### src/rtl/neuro_pkg.sv
// Shared widths, sentinel coordinate and controller state encoding for the
// mask centroid path.
package neuro_pkg;

  localparam int COORD_W = 12;
  localparam int CNT_W   = 20;
  localparam int SUM_W   = 32;

  localparam logic [COORD_W-1:0] COORD_NONE = 12'hFFF;

  typedef enum logic [1:0] {
    ST_IDLE  = 2'd0,
    ST_DIV_X = 2'd1,
    ST_DIV_Y = 2'd2,
    ST_OUT   = 2'd3
  } state_t;

endpackage

### src/rtl/seq_divider.sv
// Unsigned restoring divider, one quotient bit per cycle. The cycle that
// accepts start already performs the first step, so a result is presented
// (with a one-cycle done pulse) 32 cycles after the start cycle.
module seq_divider
  import neuro_pkg::*;
(
  input  logic             clk,
  input  logic             rst_n,
  input  logic             start,
  input  logic [SUM_W-1:0] dividend,
  input  logic [CNT_W-1:0] divisor,
  output logic             busy,
  output logic             done,
  output logic [SUM_W-1:0] quotient
);

  logic [CNT_W-1:0] rem_reg;
  logic [CNT_W-1:0] dsr_reg;
  logic [SUM_W-1:0] quo_reg;
  logic [4:0]       left_reg;
  logic             busy_reg;
  logic             done_reg;

  logic             load;
  logic [CNT_W-1:0] rem_in;
  logic [CNT_W-1:0] dsr_in;
  logic [SUM_W-1:0] quo_in;
  logic [CNT_W:0]   trial;
  logic [CNT_W-1:0] rem_next;
  logic [SUM_W-1:0] quo_next;

  assign load = start && !busy_reg;

  // One restoring step; on load the operands come straight from the ports.
  // quo holds the unconsumed dividend bits on top and quotient bits below.
  always_comb begin
    rem_in = load ? '0 : rem_reg;
    dsr_in = load ? divisor : dsr_reg;
    quo_in = load ? dividend : quo_reg;
    trial  = {rem_in, quo_in[SUM_W-1]};
    if (trial >= {1'b0, dsr_in}) begin
      rem_next = CNT_W'(trial - {1'b0, dsr_in});
      quo_next = {quo_in[SUM_W-2:0], 1'b1};
    end else begin
      rem_next = trial[CNT_W-1:0];
      quo_next = {quo_in[SUM_W-2:0], 1'b0};
    end
  end

  // Iteration state: load performs step 1, then 31 further busy steps.
  always_ff @(posedge clk) begin
    if (!rst_n) begin
      rem_reg  <= '0;
      dsr_reg  <= '0;
      quo_reg  <= '0;
      left_reg <= '0;
      busy_reg <= 1'b0;
      done_reg <= 1'b0;
    end else begin
      done_reg <= 1'b0;
      if (load) begin
        rem_reg  <= rem_next;
        quo_reg  <= quo_next;
        dsr_reg  <= divisor;
        left_reg <= 5'd31;
        busy_reg <= 1'b1;
      end else if (busy_reg) begin
        rem_reg  <= rem_next;
        quo_reg  <= quo_next;
        left_reg <= left_reg - 5'd1;
        if (left_reg == 5'd1) begin
          busy_reg <= 1'b0;
          done_reg <= 1'b1;
        end
      end
    end
  end

  assign busy     = busy_reg;
  assign done     = done_reg;
  assign quotient = quo_reg;

endmodule

### src/rtl/mask_centroid.sv
// Per-frame centroid of above-threshold mask pixels. Pixels are counted and
// their coordinates summed during the frame; at the vsync falling edge the
// sums are divided by the count and the result published as x/y.
module mask_centroid
  import neuro_pkg::*;
#(
  parameter int         IMG_W  = 720,
  parameter int         IMG_H  = 576,
  parameter logic [7:0] THRESH = 8'd128
) (
  input  logic               clk,
  input  logic               rst_n,
  input  logic               de_in,
  input  logic               hsync_in,
  input  logic               vsync_in,
  input  logic [7:0]         mask,
  output logic [COORD_W-1:0] x,
  output logic [COORD_W-1:0] y,
  output logic               found,
  output logic               valid
);

  logic [COORD_W-1:0] h_cnt_reg;
  logic [COORD_W-1:0] v_cnt_reg;
  logic               vsync_d_reg;
  logic [CNT_W-1:0]   cnt_reg;
  logic [SUM_W-1:0]   sum_x_reg;
  logic [SUM_W-1:0]   sum_y_reg;
  logic [CNT_W-1:0]   snap_cnt_reg;
  logic [SUM_W-1:0]   snap_sum_y_reg;
  logic [COORD_W-1:0] qx_reg;
  state_t             state_reg;
  logic [COORD_W-1:0] x_reg;
  logic [COORD_W-1:0] y_reg;
  logic               found_reg;
  logic               valid_reg;

  logic               frame_end;
  logic               pixel_hit;
  logic               div_start;
  logic [SUM_W-1:0]   div_dividend;
  logic [CNT_W-1:0]   div_divisor;
  logic               div_busy;
  logic               div_done;
  logic [SUM_W-1:0]   div_quotient;
  logic               unused_bits;

  assign frame_end = !vsync_in && vsync_d_reg;
  assign pixel_hit = de_in && vsync_in && (mask >= THRESH);
  // hsync is carried for stream uniformity only; quotient tops are always zero.
  assign unused_bits = ^{hsync_in, div_busy, div_quotient[SUM_W-1:COORD_W]};

  // Divider sequencing. The X division launches in the frame-end cycle
  // directly from the live accumulators so that both divisions plus the
  // output cycle fit in 65 cycles; Y then runs from the snapshot.
  always_comb begin
    div_start    = 1'b0;
    div_dividend = sum_x_reg;
    div_divisor  = cnt_reg;
    if (state_reg == ST_IDLE && frame_end && cnt_reg != '0) begin
      div_start = 1'b1;
    end else if (state_reg == ST_DIV_X && div_done) begin
      div_start    = 1'b1;
      div_dividend = snap_sum_y_reg;
      div_divisor  = snap_cnt_reg;
    end
  end

  // Raster position; pixel coordinate is the value before the increment.
  always_ff @(posedge clk) begin
    if (!rst_n || !vsync_in) begin
      h_cnt_reg <= '0;
      v_cnt_reg <= '0;
    end else if (de_in) begin
      if (h_cnt_reg == COORD_W'(IMG_W - 1)) begin
        h_cnt_reg <= '0;
        v_cnt_reg <= (v_cnt_reg == COORD_W'(IMG_H - 1)) ? '0 : v_cnt_reg + 1'b1;
      end else begin
        h_cnt_reg <= h_cnt_reg + 1'b1;
      end
    end
  end

  // Accumulate hits; cleared at every frame end whether or not it is used.
  always_ff @(posedge clk) begin
    if (!rst_n || frame_end) begin
      cnt_reg   <= '0;
      sum_x_reg <= '0;
      sum_y_reg <= '0;
    end else if (pixel_hit) begin
      cnt_reg   <= cnt_reg + 1'b1;
      sum_x_reg <= sum_x_reg + SUM_W'(h_cnt_reg);
      sum_y_reg <= sum_y_reg + SUM_W'(v_cnt_reg);
    end
  end

  // Controller: snapshot, two shared-divider passes, registered publish.
  always_ff @(posedge clk) begin
    if (!rst_n) begin
      vsync_d_reg    <= 1'b0;
      snap_cnt_reg   <= '0;
      snap_sum_y_reg <= '0;
      qx_reg         <= '0;
      state_reg      <= ST_IDLE;
      x_reg          <= COORD_NONE;
      y_reg          <= COORD_NONE;
      found_reg      <= 1'b0;
      valid_reg      <= 1'b0;
    end else begin
      vsync_d_reg <= vsync_in;
      valid_reg   <= 1'b0;
      case (state_reg)
        ST_IDLE: begin
          if (frame_end) begin
            snap_cnt_reg   <= cnt_reg;
            snap_sum_y_reg <= sum_y_reg;
            if (cnt_reg != '0) begin
              state_reg <= ST_DIV_X;
            end else begin
              x_reg     <= COORD_NONE;
              y_reg     <= COORD_NONE;
              found_reg <= 1'b0;
              valid_reg <= 1'b1;
              state_reg <= ST_OUT;
            end
          end
        end
        ST_DIV_X: begin
          if (div_done) begin
            qx_reg    <= div_quotient[COORD_W-1:0];
            state_reg <= ST_DIV_Y;
          end
        end
        ST_DIV_Y: begin
          if (div_done) begin
            x_reg     <= qx_reg;
            y_reg     <= div_quotient[COORD_W-1:0];
            found_reg <= 1'b1;
            valid_reg <= 1'b1;
            state_reg <= ST_OUT;
          end
        end
        default: begin
          state_reg <= ST_IDLE;
        end
      endcase
    end
  end

  seq_divider u_div (
    .clk      (clk),
    .rst_n    (rst_n),
    .start    (div_start),
    .dividend (div_dividend),
    .divisor  (div_divisor),
    .busy     (div_busy),
    .done     (div_done),
    .quotient (div_quotient)
  );

  assign x     = x_reg;
  assign y     = y_reg;
  assign found = found_reg;
  assign valid = valid_reg;

endmodule
### config.mk
export PLATFORM = sky130hd
export DESIGN_NAME = mask_centroid
export DESIGN_NICKNAME = d
export VERILOG_FILES = /design/src/rtl/neuro_pkg.sv /design/src/rtl/seq_divider.sv /design/src/rtl/mask_centroid.sv
export SDC_FILE = /design/constraint.sdc
export NUM_CORES = 1
export LEC_CHECK = 0
export CAP_MARGIN = 20
export CORE_MARGIN = 2
export CORE_UTILIZATION = 35
export CTS_BUF_LIST = sky130_fd_sc_hd__clkbuf_2
export DETAILED_ROUTE_END_ITERATION = 10
export PLACE_DENSITY_LB_ADDON = 0.05
export SLEW_MARGIN = 20
export SYNTH_ARGS = -nofsm -noshare
export SYNTH_HDL_FRONTEND = slang
export SYNTH_HIERARCHICAL = 1
export SYNTH_SLANG_ARGS = --single-unit
### constraint.sdc
create_clock -name clk -period 6.2 [get_ports clk]
set_clock_uncertainty 0.15 [all_clocks]
set_input_delay 0.93 -clock clk [delete_from_list [all_inputs] [get_ports clk]]
set_output_delay 0.93 -clock clk [all_outputs]
set_load 0.05 [all_outputs]
==> results.cfg, run 1 <==
[critical_path]
capture_instance_of_the_worst_register_to_register_path = u_div/rem_reg[16]
critPathCaptureType = flip-flop
reg2regPathDepth = 19
worstSetupStartpointType = flip-flop
setup.reg_to_reg.worst_slack_ns = 0.77
worst_endpoint_data_arrival_time_ns = 6.09
critical_setup_path_kind = reg2reg
maximum_fanout_along_the_worst_path = 45
worstSetupEndpoint = u_div/rem_reg[16]
path_cells = inv_1 -> ha_1 -> nor4b_1 -> nand4_1 -> nor4_2 -> buf_4 -> o21ai_4 -> nand2b_2 -> buf_4 -> mux2i_1 -> ha_1 -> nand3_2 -> or4_4 -> or3b_1 -> o21ai_0 -> a21oi_1 -> nor2_4 -> nand3_1 -> o211ai_1
crit_required_ns = 6.86
critPathBufInv = 3
critical_path.slowest_cell = or4_4
cp_num_cells = 19
crit_family = simple AND/OR/NAND/NOR gates
cp-startpoint = cnt_reg[0]
timing.critical_path.slowest_cell_delay_ns = 0.53
rr_startpoint = cnt_reg[0]

[logic_synthesis]
synth_top_cell_area_share = 0.398
synth.cell_area_um2 = 14100
synth.most_common_cell = dfxtp_1
synthesis.yosys.warnings = 6
yosys.area.top_type = dfxtp_1
syn-instance-count = 1639
yosysUniqueCellTypes = 79
avgSynthCellArea_um2 = 8.58
synth.net_count = 1707
synthArstFlopShare = 0
seq_area_frac_synth = 0.398
number_of_synthesized_flops_with_an_enable_pin = 0
ys_seq_elements = 280
synthTopCellsByCount = dfxtp_1 (280), nand2_1 (228), nor2_1 (205), a21oi_1 (100), xor2_1 (71)
synth.top_cells.by_area = dfxtp_1 (40%), nand2_1 (6.1%), nor2_1 (5.5%)
dominantRegCellSynth = dfxtp_1

[layout]
nets = 1754
layout-area-overhead-vs-synth_pct = 10.8
post_layout_nonfiller_instances = 2267
fillerInstances = 4137
final_layout_size_suffix_gt1_frac = 0.136

[floorplanning]
ioPinCount = 39
die_h_um = 204
dieArea_um2 = 41800
effective_utilization_at_floorplan = 0.354
placementRows = 73
die_w_um = 204
core_area_um2 = 39700

[grt]
grtUsageMet1 = 0.241
first_global_vias = 11400
gr-usage-met2 = 0.288
gr-max-usage-layer = met2
antenna_found_initial = 2
met3_usage = 0.0355
grt_max_degree = 89
overflow = 0
wire_length_of_the_first_global_routing_pass_um = 60100
grt.total_usage = 0.180

[power_and_ir_drop]
static-leakage-power_nw = 6.12
power.density_nw_per_um2 = 229
peakVddDrop_v = 0.0000846

[run]
max_cap_violations = 0

[clock_tree]
clock_root_buffer = clkbuf_2
cts_htree_levels = 3
worst_skew_pair.late_latency_ns = 0.96
clkSlewWorstSetupHoldPaths_ns = 0.09
post-cts-setup-buffers = 0
ctsHoldBuffers = 0
cts_made_buffers = 83
sinks_on_clock_net = 280
clk_path_buf_depth = 3
number_of_gates_resized_after_cts = 0
tritoncts_clock_tree = done

[routing]
postRouteAntennaNets = 0
vias = 11500
detail_route.first_pass.iterations = 5
wire_length_after_detailed_routing_um = 36400
dr_wl_cell_um = 16.1
post_drt_via_cell_ratio = 5.08
drt-initial-drc-count = 454
residual_drc = 0

[outcome]
run_status = finished clean

[sta]
report.final.slew_viol_count = 0
max_slew_margin = 0.334
tightest_slew_ns = 0.993
fmax_ghz = 0.184
min_tclk_post_route_ns = 5.43
setup_total_negative_slack_ns = 0
unrepaired_setup_endpoints_after_global_routing = no
final-hold-violation-count = 0
finalSetupViolCount = 0
min_period_over_period = 0.876
postLayoutSetupSlackWorst_ns = 0.768

[worst_hold_path]
hold_path.class = reg2reg

[placement]
place.detailed.instances = 2126
pre_cts_slack_ns = 0.302
place.port_buffers = 30
place_hpwl_um = 24000
last_weighted_congestion_value_of_the_routability_driven_placer = 0.795
==> cells in the final DEF, fill, tap and decap left out, types with 4 or more instances in the layout <==
cell type        instances
o21ai_0                 32
nand2_1                226
mux2i_1                 50
or3_1                   10
nand2_2                  4
inv_1                   24
xor2_1                  71
a22o_1                   9
o21bai_1                 6
nor3_1                  16
and3_1                  21
and4_1                   6
nand2b_1                 6
nand4_1                 30
a31oi_1                  9
a311oi_1                 9
a21o_1                  10
nor2b_1                  9
and2_1                  20
a211oi_1                14
clkbuf_2               123
nor2_1                 205
ha_1                    52
a32oi_1                  4
clkinv_1                12
a21boi_0                67
nor4_1                   4
o211ai_1                10
clkdlybuf4s50_1         29
a21oi_1                100
mux2_2                  52
o22ai_1                  5
o22a_1                  25
nand3_1                 53
dfxtp_1                279
xnor2_1                 43
o21a_1                   7
buf_4                   20
==> logic make-up after synthesis <==
family	share of synthesized area
buffers and inverters	0.0333
AOI/OAI and AO/OA	0.161
muxes	0.0772
xor gates and xnor gates	0.0710
adders and majority gates	0.0512
and+or+nand+nor	0.208
DFF	0.398
==> routing by layer <==
layer | up-vias | routed length, µm
met5 | - | 0
met4 | 0 | 565
met3 | 46 | 1250
met2 | 133 | 16500
met1 | 5465 | 18100
li1 | 5868 | -
==> where the power goes <==
part           internal (W)  leakage, nW  switching, W
clock network      0.000602        0.562      0.000804
logic              0.000115         3.30      0.000234
registers           0.00181         2.26     0.0000125
==> per-stage QoR <==
stage	hold slack, ns	instance area (µm²)	total power (W)	util
2_1_floorplan	0.277	14100	0.00212	-
3_3_place_gp	0.287	14900	0.00222	0.374
3_5_place_dp	0.297	14900	0.00222	0.374
4_1_cts	0.257	15600	0.00367	0.392
5_1_grt	0.290	15600	0.00381	0.393
6_report	0.313	15600	0.00358	0.393
==> worst register-to-register path: cells and delay by family, from the launching register on <==
family | cells | cell delay, ns
flops | 1 | 0.38
buf+inv | 3 | 0.74
fa+ha+maj | 2 | 0.44
mux | 1 | 0.41
compound gates | 4 | 0.69
simple gates | 9 | 2.51
==> worst min-delay path by stage <==
stage	startpoint	to	slack, ns	depth (start not counted)
after floorplan	u_div/rem_reg[0]	u_div/rem_reg[0]	0.28	2
after global placement	u_div/rem_reg[0]	u_div/rem_reg[0]	0.29	2
final	snap_cnt_reg[4]	snap_cnt_reg[4]	0.31	2
after detailed placement	u_div/rem_reg[0]	u_div/rem_reg[0]	0.30	2
after CTS	rst_n	snap_cnt_reg[3]	0.26	3
after global routing	rst_n	snap_cnt_reg[3]	0.29	3
==> cell type report <==
class	instances	area, µm²	area share
Clock buffer	123	616	0.0395
Antenna cell	2	5.00	0.000321
Inverter	26	97.6	0.00626
Multi-Input combinational cell	1244	8030	0.515
Timing Repair Buffer	51	465	0.0298
Sequential cell	280	5610	0.359
Clock inverter	16	116	0.00746
Tap cell	525	657	0.0421
Note: power is estimated with default switching activity, not from simulation.
==> run 2, diff against run 1 <==
clock period = 6.8 ns   (was 6.2 ns; I/O delays follow)
==> results.cfg, run 2 (synthesis gave the netlist of run 1 again) <==
[outcome]
run_status = finished clean

[critical_path]
critical_setup_path_kind = reg2reg
critPathBufInv = 1
worstSetupStartpointType = flip-flop
rr_startpoint = cnt_reg[0]
cp-startpoint = cnt_reg[0]
crit_family = simple AND/OR/NAND/NOR gates
crit_required_ns = 7.52
critical_path.slowest_cell = nor4_2
maximum_fanout_along_the_worst_path = 15
path_cells = inv_1 -> ha_1 -> nor4b_1 -> nand4_1 -> nor4_2 -> o21ai_4 -> mux2_2 -> mux2i_1 -> ha_1 -> nand3_2 -> or4_4 -> or3b_1 -> o21ai_0 -> a21oi_1 -> nor2_4 -> nand3_1 -> o211ai_1
critPathCaptureType = flip-flop
timing.critical_path.slowest_cell_delay_ns = 0.70
worst_endpoint_data_arrival_time_ns = 6.29
cp_common_cell = ha_1

[clock_tree]
sinks_on_clock_net = 280
ctsHoldBuffers = 0
number_of_gates_resized_after_cts = 0
tritoncts_clock_tree = done
clkSlewWorstSetupHoldPaths_ns = 0.10
cts_htree_levels = 3
clk_path_buf_depth = 3
post-cts-setup-buffers = 0
cts_made_buffers = 82
clock_root_buffer = clkbuf_2
worst_skew_pair.late_latency_ns = 0.94

[floorplanning]
ioPinCount = 39
die_h_um = 204
die_w_um = 204
core_area_um2 = 39700
dieArea_um2 = 41800
placementRows = 73
effective_utilization_at_floorplan = 0.354

[run]
max_cap_violations = 0

[placement]
last_weighted_congestion_value_of_the_routability_driven_placer = 0.827
place_hpwl_um = 24500
place.port_buffers = 30

[grt]
first_global_vias = 11400
overflow = 0
antenna_found_initial = 1
grt.total_usage = 0.181
grt_max_degree = 89
wire_length_of_the_first_global_routing_pass_um = 60500

[power_and_ir_drop]
power.density_nw_per_um2 = 207
peakVddDrop_v = 0.0000747
design_power_total_w = 0.00323
static-leakage-power_nw = 6.11

[sta]
report.final.slew_viol_count = 0
final-hold-violation-count = 0
setup_total_negative_slack_ns = 0
fmax_ghz = 0.179
min_tclk_post_route_ns = 5.57
min_period_over_period = 0.820
max_slew_margin = 0.288
unrepaired_setup_endpoints_after_global_routing = no
finalSetupViolCount = 0
tightest_slew_ns = 1.06

[layout]
fillerInstances = 4177
mostFrequentLayoutCell = dfxtp_1
layout.cells.most_common_list = dfxtp_1 (279), nand2_1 (226), nor2_1 (205), clkbuf_2 (115), a21oi_1 (100)
layout-area-overhead-vs-synth_pct = 10.9
nets = 1755
final_layout_size_suffix_gt1_frac = 0.135

[routing]
residual_drc = 0
dr_wl_cell_um = 16.2
vias = 11500
wire_length_after_detailed_routing_um = 36800
detail_route.first_pass.iterations = 5
post_drt_via_cell_ratio = 5.07
drt-initial-drc-count = 695
postRouteAntennaNets = 0

[worst_hold_path]
hold_path.class = reg2reg
min_from = qx_reg[5]
==> run 2: area by class of cell <==
| cell class | instances | area (µm²) | area share |
|---|---|---|---|
| tap | 525 | 657 | 0.0421 |
| antenna | 1 | 2.50 | 0.000160 |
| sequential | 280 | 5610 | 0.359 |
| inverter | 26 | 97.6 | 0.00626 |
| timing repair buffer | 53 | 480 | 0.0308 |
| clock buffer | 115 | 576 | 0.0369 |
| multi-input combinational | 1244 | 8030 | 0.515 |
| clock inverter | 27 | 148 | 0.00946 |
==> run 2: path summary, 6_finish.rpt <==
kind / slack, ns / cells after the start / to
hold reg to reg: 0.29 / 1 / x[5]
setup / recovery: 1.23 / 17 / u_div/rem_reg[16]
setup reg to reg: 1.23 / 17 / u_div/rem_reg[16]
hold / removal: 0.29 / 1 / x[5]
==> run 2: report_power, final <==
group	leakage (nW)	internal (W)	switching [W]
sequential	2.26	0.00165	0.0000114
combinational	3.31	0.000104	0.000213
clock	0.541	0.000496	0.000754
==> run 2: stage by stage <==
stage | instances | util | hold WS [ns] | instance area, µm² | worst slack, ns
after global routing | 2271 | 0.393 | 0.292 | 15600 | 0.772
final | 2271 | 0.393 | 0.289 | 15600 | 1.23
after CTS | 2270 | 0.392 | 0.277 | 15600 | 1.17
after global placement | 2128 | 0.374 | 0.289 | 14900 | 0.714
after floorplan | 1639 | - | 0.277 | 14100 | 1.44
after detailed placement | 2128 | 0.374 | 0.298 | 14900 | 0.668
==> run 2: metal layers <==
| metal | wire (µm) | global-route usage | vias up |
|---|---|---|---|
| li1 | - | - | 5855 |
| met5 | 0 | 0 | - |
| met2 | 16900 | 0.295 | 178 |
| met1 | 17900 | 0.239 | 5424 |
| met3 | 1480 | 0.0358 | 50 |
| met4 | 556 | 0.0613 | 0 |
==> run 3, diff against run 2 <==
clock period = 5.75 ns   (was 6.8 ns; I/O delays follow)
==> results.cfg, run 3 (synthesis gave the netlist of run 1 again) <==
[outcome]
run_status = finished clean

[layout]
nets = 1761
area_used_by_multi_input_combinational_logic_um2 = 8030
mostFrequentLayoutCell = dfxtp_1
fillerInstances = 4181
seqCellArea_um2 = 5610
layout.cells.most_common_list = dfxtp_1 (279), nand2_1 (226), nor2_1 (205), clkbuf_2 (115), a21oi_1 (100)
layout-area-overhead-vs-synth_pct = 11.1
post-route-util = 0.393
final_layout_size_suffix_gt1_frac = 0.137

[grt]
antenna_found_initial = 1
wire_length_of_the_first_global_routing_pass_um = 60800
first_global_vias = 11400
overflow = 0
grt_max_degree = 73
grt.total_usage = 0.182

[sta]
postLayoutSetupSlackWorst_ns = 0.756
setup_total_negative_slack_ns = 0
min_tclk_post_route_ns = 4.99
report.final.slew_viol_count = 0
final.hold.worst_slack_ns = 0.264
fmax_ghz = 0.200
unrepaired_setup_endpoints_after_global_routing = no
min_period_over_period = 0.869
final-hold-violation-count = 0
finalSetupViolCount = 0
max_slew_margin = 0.299
tightest_slew_ns = 1.05

[power_and_ir_drop]
static-leakage-power_nw = 6.14
design_power_total_w = 0.00381
power.density_nw_per_um2 = 244
peakVddDrop_v = 0.0000816

[floorplanning]
core_area_um2 = 39700
effective_utilization_at_floorplan = 0.354
ioPinCount = 39
die_h_um = 204
dieArea_um2 = 41800
die_w_um = 204
placementRows = 73

[clock_tree]
number_of_gates_resized_after_cts = 0
cts_htree_levels = 3
cts_made_buffers = 79
worst_skew_pair.late_latency_ns = 0.95
clk_path_buf_depth = 3
ctsHoldBuffers = 0
clock_root_buffer = clkbuf_2
sinks_on_clock_net = 280
clkSlewWorstSetupHoldPaths_ns = 0.10
post-cts-setup-buffers = 0
tritoncts_clock_tree = done

[run]
max_cap_violations = 0

[placement]
place.port_buffers = 30
pre_cts_slack_ns = 0.107
place_hpwl_um = 25100
last_weighted_congestion_value_of_the_routability_driven_placer = 0.810

[routing]
vias = 11500
detail_route.first_pass.iterations = 5
residual_drc = 0
postRouteAntennaNets = 0
dr_wl_cell_um = 16.3
wire_length_after_detailed_routing_um = 36900
post_drt_via_cell_ratio = 5.09
drt-initial-drc-count = 527

[critical_path]
worst_endpoint_data_arrival_time_ns = 5.61
critical_setup_path_kind = reg2reg
maximum_fanout_along_the_worst_path = 45
worstSetupStartpointType = flip-flop
critPathCaptureType = flip-flop
crit_required_ns = 6.36

[worst_hold_path]
hold_path.class = in2reg
==> run 3: cell types whose count changed in the layout (fill, tap and decap cells not counted), sizes merged <==
| cell | change |
|---|---|
| clkinvlp | -3 |
| buf | +9 |
| clkinv | -13 |
| bufinv | +1 |
==> run 3: critical path, cell delays in order, from the launching register on <==
cell and delay, ns:
dfxtp_1 0.38, inv_1 0.08, ha_1 0.14, nor4b_1 0.34
nand4_1 0.16, nor4_2 0.15, buf_4 0.21, o21ai_4 0.09
nand2b_2 0.14, buf_12 0.25, mux2i_1 0.38, ha_1 0.29
nand2_1 0.15, or4_4 0.44, or3b_1 0.40, o21ai_0 0.22
a21o_2 0.16, nand2_2 0.29, a41oi_1 0.32, o31ai_1 0.10
==> run 3: layout make-up <==
type | instances | share of cell area
clock inverters | 12 | 0.00633
inverters | 26 | 0.00625
clock buffers | 115 | 0.0368
flip-flops and latches | 280 | 0.359
well taps | 525 | 0.0420
repair buffers | 62 | 0.0359
diodes | 1 | 0.000160
multi-input cells | 1244 | 0.514
==> run 3: routing by layer <==
layer | vias to the layer above | wire, µm | share of wire | global-route usage
li1 | 5844 | - | - | -
met1 | 5463 | 18000 | 0.49 | 0.240
met2 | 184 | 16800 | 0.45 | 0.297
met3 | 47 | 1510 | 0.041 | 0.0364
met4 | 0 | 633 | 0.017 | 0.0613
met5 | - | 0 | 0 | 0
==> run 3: power by group <==
group          leakage [nW]  internal (W)  switching, W  total (W)
Clock                 0.527      0.000610      0.000854    0.00146
Sequential             2.26       0.00195     0.0000134    0.00196
Combinational          3.36      0.000130      0.000252   0.000382
Total                  6.14       0.00269       0.00112    0.00381
==> run 3: through the flow <==
| stage | std cells | instance area (µm²) |
|---|---|---|
| 2_1_floorplan | 1639 | 14100 |
| 3_3_place_gp | 2137 | 14900 |
| 3_5_place_dp | 2137 | 14900 |
| 4_1_cts | 2264 | 15600 |
| 5_1_grt | 2265 | 15600 |
| 6_report | 2265 | 15600 |
==> run 3: final timing paths <==
kind | from | endpoint | slack [ns] | cells past startpoint
min reg2reg | qx_reg[6] | x[6] | 0.29 | 1
max | cnt_reg[0] | u_div/rem_reg[17] | 0.76 | 19
min | rst_n | u_div/rem_reg[11] | 0.26 | 3
max reg2reg | cnt_reg[0] | u_div/rem_reg[17] | 0.76 | 19
